--- src/rtl/block_load_writer.sv ---
// rtl/block_load_writer.sv - LDM write-back sequencer; base-register update enabled by BLOCK_LOAD_WBACK_EN
module block_load_writer #(
    parameter int NUM_REGS = 15
) (
    input  logic        clk,
    input  logic        rst,
    input  logic        start,
    input  logic [15:0] reg_list,
    input  logic [31:0] base_addr,
    input  logic [3:0]  base_reg,
    input  logic        up,
    input  logic        wback,
    output logic        mem_rd_en,
    output logic [31:0] mem_addr,
    input  logic        mem_valid,
    input  logic [31:0] mem_rdata,
    output logic [3:0]  Dest_wb,
    output logic [31:0] Result_wb,
    output logic        writeBackEn,
    output logic        busy,
    output logic        done
);

    typedef enum logic [2:0] {
        S_IDLE    = 3'd0,
        S_REQ     = 3'd1,
        S_WAIT    = 3'd2,
`ifdef BLOCK_LOAD_WBACK_EN
        S_WB_BASE = 3'd3,
`endif
        S_DONE    = 3'd4
    } state_t;

    state_t              state_q, state_d;
    logic [NUM_REGS-1:0] list_q, list_d;
    logic [31:0]         addr_q, addr_d;
    logic [3:0]          dest_q, dest_d;
    logic [31:0]         result_q, result_d;
    logic                wben_q, wben_d;
`ifdef BLOCK_LOAD_WBACK_EN
    logic [31:0]         fbase_q, fbase_d;
    logic [3:0]          breg_q, breg_d;
    logic                do_wb_q, do_wb_d;
    logic                base_in_list;
`endif

    logic [NUM_REGS-1:0] start_list;
    logic [4:0]          start_cnt;
    logic [31:0]         span;
    logic [3:0]          cur_idx;
    logic [NUM_REGS-1:0] list_rest;

    // Bits at and above NUM_REGS (the PC) never take part in the transfer.
    logic unused_inputs;
    assign unused_inputs = ^{reg_list, base_reg, wback};

    // Popcount of the incoming list and the 4*N byte span it covers.
    always_comb begin
        start_list = reg_list[NUM_REGS-1:0];
        start_cnt  = '0;
        for (int i = 0; i < NUM_REGS; i++) begin
            start_cnt = start_cnt + {4'd0, start_list[i]};
        end
        span = {25'd0, start_cnt, 2'b00};
    end

    // Lowest pending register is always the next one loaded; list_rest drops it.
    always_comb begin
        cur_idx = '0;
        for (int i = NUM_REGS - 1; i >= 0; i--) begin
            if (list_q[i]) cur_idx = 4'(i);
        end
        list_rest = list_q & (list_q - {{(NUM_REGS-1){1'b0}}, 1'b1});
    end

`ifdef BLOCK_LOAD_WBACK_EN
    // A listed base register receives loaded data, which beats the writeback.
    always_comb begin
        base_in_list = (int'(base_reg) < NUM_REGS) && reg_list[base_reg];
    end
`endif

    // Next-state and next-output logic for the sequencer.
    always_comb begin
        state_d  = state_q;
        list_d   = list_q;
        addr_d   = addr_q;
        dest_d   = dest_q;
        result_d = result_q;
        wben_d   = 1'b0;
`ifdef BLOCK_LOAD_WBACK_EN
        fbase_d  = fbase_q;
        breg_d   = breg_q;
        do_wb_d  = do_wb_q;
`endif
        case (state_q)
            S_IDLE: begin
                if (start) begin
`ifdef BLOCK_LOAD_WBACK_EN
                    fbase_d = up ? (base_addr + span) : (base_addr - span);
                    breg_d  = base_reg;
                    do_wb_d = wback && !base_in_list;
`endif
                    list_d = start_list;
                    if (start_cnt != 5'd0) begin
                        addr_d  = up ? base_addr : (base_addr - span);
                        state_d = S_REQ;
                    end else begin
                        state_d = S_DONE;
                    end
                end
            end
            S_REQ: state_d = S_WAIT;
            S_WAIT: begin
                if (mem_valid) begin
                    dest_d   = cur_idx;
                    result_d = mem_rdata;
                    wben_d   = 1'b1;
                    list_d   = list_rest;
                    if (|list_rest) begin
                        addr_d  = addr_q + 32'd4;
                        state_d = S_REQ;
`ifdef BLOCK_LOAD_WBACK_EN
                    end else if (do_wb_q) begin
                        state_d = S_WB_BASE;
`endif
                    end else begin
                        state_d = S_DONE;
                    end
                end
            end
`ifdef BLOCK_LOAD_WBACK_EN
            S_WB_BASE: begin
                dest_d   = breg_q;
                result_d = fbase_q;
                wben_d   = 1'b1;
                state_d  = S_DONE;
            end
`endif
            S_DONE:  state_d = S_IDLE;
            default: state_d = S_IDLE;
        endcase
    end

    // State and registered outputs; reset aborts any transfer immediately.
    always_ff @(posedge clk or posedge rst) begin
        if (rst) begin
            state_q  <= S_IDLE;
            list_q   <= '0;
            addr_q   <= '0;
            dest_q   <= '0;
            result_q <= '0;
            wben_q   <= 1'b0;
`ifdef BLOCK_LOAD_WBACK_EN
            fbase_q  <= '0;
            breg_q   <= '0;
            do_wb_q  <= 1'b0;
`endif
        end else begin
            state_q  <= state_d;
            list_q   <= list_d;
            addr_q   <= addr_d;
            dest_q   <= dest_d;
            result_q <= result_d;
            wben_q   <= wben_d;
`ifdef BLOCK_LOAD_WBACK_EN
            fbase_q  <= fbase_d;
            breg_q   <= breg_d;
            do_wb_q  <= do_wb_d;
`endif
        end
    end

    assign mem_rd_en   = (state_q == S_REQ);
    assign mem_addr    = addr_q;
    assign Dest_wb     = dest_q;
    assign Result_wb   = result_q;
    assign writeBackEn = wben_q;
    assign busy        = (state_q != S_IDLE);
    assign done        = (state_q == S_DONE);

endmodule

--- config.mk ---
export PLATFORM = sky130hd
export DESIGN_NAME = block_load_writer
export DESIGN_NICKNAME = d
export VERILOG_FILES = /design/src/rtl/block_load_writer.sv
export SDC_FILE = /design/constraint.sdc
export NUM_CORES = 1
export LEC_CHECK = 0
export BUFFER_PORTS_ARGS = -buffer_cell sky130_fd_sc_hd__buf_2
export CAP_MARGIN = 10
export CORE_ASPECT_RATIO = 1.4
export CORE_UTILIZATION = 40
export DETAILED_ROUTE_END_ITERATION = 12
export PLACE_DENSITY_LB_ADDON = 0.12
export SYNTH_ARGS = -nofsm -noshare
export SYNTH_HDL_FRONTEND = slang
export SYNTH_SLANG_ARGS = --single-unit
--- constraint.sdc ---
create_clock -name clk -period 6.3 [get_ports clk]
set_input_delay 0.315 -clock clk [delete_from_list [all_inputs] [get_ports clk]]
set_output_delay 0.315 -clock clk [all_outputs]
set_load 0.01 [all_outputs]
==> reports/results.ini <==
[global_route]
grt_pass1_vias=5001
grt_max_degree=50
grtUsageTotal=0.221
overflow=0
grt_first_pass_wirelength_um=24500
antenna_found_initial=0

[synthesis]
ys_top_cells_by_area=dfrtp_1, mux2_2, o21ai_0
synth.distinct_cells=69
synth_seq_cells=87
yosys_warnings=0
synthCells=590
synth_edf_count=0
syn_area_um2=5510
ys_seq_area_frac=0.395
synth_flop_cell=dfrtp_1
synth_area_leader_cell=dfrtp_1
yosysTopAreaCellShare=0.395
synth_nets=698
async_flop_share=1.00
syn_area_per_cell_um2=9.34

[place]
io_buffer_count=155
placed_area_um2=6380
place.gp.congestion=0.841
dp.cells=899
hpwl_um=11400
preCtsSetupSlack_ns=0.571

[pwr]
power_density_nw_per_um2=494
ir_worst_vdd_uv=204
p_total_mw=3.29
leakagePower_nw=2.96

[detailed_routing]
wl_per_cell_um=16.5
wl_um=15100
drcViolationCount=0
first_pass_iters=5
viasPerCell=5.46
final_antenna_net_count=0
via_count=4993
drtIter0Drc=178

[finish]
seq_area_um2=2180
num-fill-cells=1343
drive_above_1_share=0.315
num-nets-final=836
area_delta_synth_final_pct=21.0
final_util=0.498
fin_cells=915
multi_input_area_um2=3070
num_antenna_cells=0
final_cell_area_um2=6670

[die]
initial_utilization=0.411
dieArea_um2=14200
num_io_pins=162
core_area_um2=13400
fp.dieW_um=101
rows=50
die_h_um=141

[setup_path]
rrSetupSlack_ns=3.14
crit_type=in -> reg
r2r-start=state_q[1]
worst_r2r_endpoint=Result_wb[19]
path_max_fanout=6
cp_data_arrival_time_ns=5.58
end_kind=flip-flop
r2r_cells=5
worstPathRequired_ns=6.52
cp-start-kind=primary input

[clock_tree]
tritoncts=built
clk_pin_slew_ns=0.07
cts_inserted_buffers=9
numClockSinks=87
clk_latency_ns=0.34
clockBufferDepth=2
cts_setup_buffers=0
cts_resized=0
ctsHtreeMaxLevel=3
postCtsHoldBufs=0
root_buffer=clkbuf_16

[timing]
period_needed_ns=5.37
relSlewSlack=0.254
hold_violations=0
tightest_slew_ns=1.11
worst_slack_ns=0.933
tns_ns=0
skew_ns=0.00603
slew_violations=0
rsz0062_at_grt=no
setup_viol=0
fin_crit_sh=0.852
max_freq_mhz=186
holdWs_ns=0.0509

[hold_path]
hold_path.class=in -> async

[job]
cap_violations=0

[outcome]
outcome=completed

-- critical path, cell delays in order --
cell,delay (ns)
buf_2,0.12
fa_1,0.59
fa_1,0.47
fa_1,0.54
inv_1,0.06
fa_1,0.45
fa_1,0.41
fa_1,0.39
xor2_1,0.17
ha_1,0.23
nor4_1,0.28
a22o_1,0.34
nand4_1,0.28
nor4_1,0.55
xor2_1,0.12
o22ai_1,0.17
a21oi_1,0.08
-- how the worst max path moves through the flow --
stage / startpoint / slack [ns] / to
3_3_place_gp: reg_list[0] / 0.64 / mem_addr[31]
5_1_grt: reg_list[0] / 0.65 / mem_addr[31]
2_1_floorplan: reg_list[0] / 1.21 / mem_addr[30]
3_5_place_dp: reg_list[0] / 0.57 / mem_addr[31]
6_report: reg_list[0] / 0.93 / mem_addr[31]
4_1_cts: reg_list[0] / 0.95 / mem_addr[31]
-- cell usage after synthesis, types with 16 or more instances --
master	number
a21oi_1	44
clkbuf_1	19
dfrtp_1	87
inv_1	25
mux2_2	35
nand2_1	50
nand3_1	19
nor2_1	39
nor3_1	20
o21ai_0	58
xor2_1	16
-- per-layer routing --
metal  global-route usage  share of wire  up-vias
met3               0.0357          0.047       39
met5                    0              0        -
met1                0.254           0.40     2352
li1                     -              -     2428
met4                0.118          0.039        0
met2                0.388           0.52      174
-- placed cells by master, fill, tap and decap left out, types with 6 or more instances in the layout --
master,n
nand3_1,19
nand2_1,50
inv_1,24
buf_2,155
dfrtp_1,87
nor3_1,20
o31ai_1,6
mux2_2,35
clkbuf_16,9
nor4_1,6
xnor2_1,11
o22ai_1,6
a31oi_1,11
ha_1,7
and3_1,10
xor2_1,16
o21ai_0,58
fa_1,11
nor2_1,39
a21oi_1,44
-- cells by family after synthesis --
group / count (synthesis) / synth area share
buf+inv: 59 / 0.0484
flops: 87 / 0.395
compound gates: 172 / 0.199
mux: 36 / 0.0734
xor+xnor: 27 / 0.0429
fa+ha+maj: 19 / 0.0577
simple gates: 190 / 0.183
-- sequential cells by signal, summed over array words and instances (netlist names) --
register / flops
mem_addr: 32
state_q: 3
Result_wb: 32
Dest_wb: 4
list_q: 15
writeBackEn: 1
-- report_power, final --
group | total, mW | switching (mW) | internal (mW) | leakage, nW
logic | 1.64 | 0.928 | 0.712 | 1.78
registers | 1.14 | 0.311 | 0.832 | 1.04
clock network | 0.511 | 0.229 | 0.282 | 0.137
total | 3.29 | 1.47 | 1.83 | 2.96
-- cell type report --
cell class	count	share of cell area
Clock buffer	11	0.0364
Clock inverter	5	0.00582
Inverter	27	0.0158
Multi-Input combinational cell	444	0.460
Sequential cell	87	0.327
Tap cell	182	0.0342
Timing Repair Buffer	159	0.121
No activity file was read; power rests on OpenSTA's default activity.
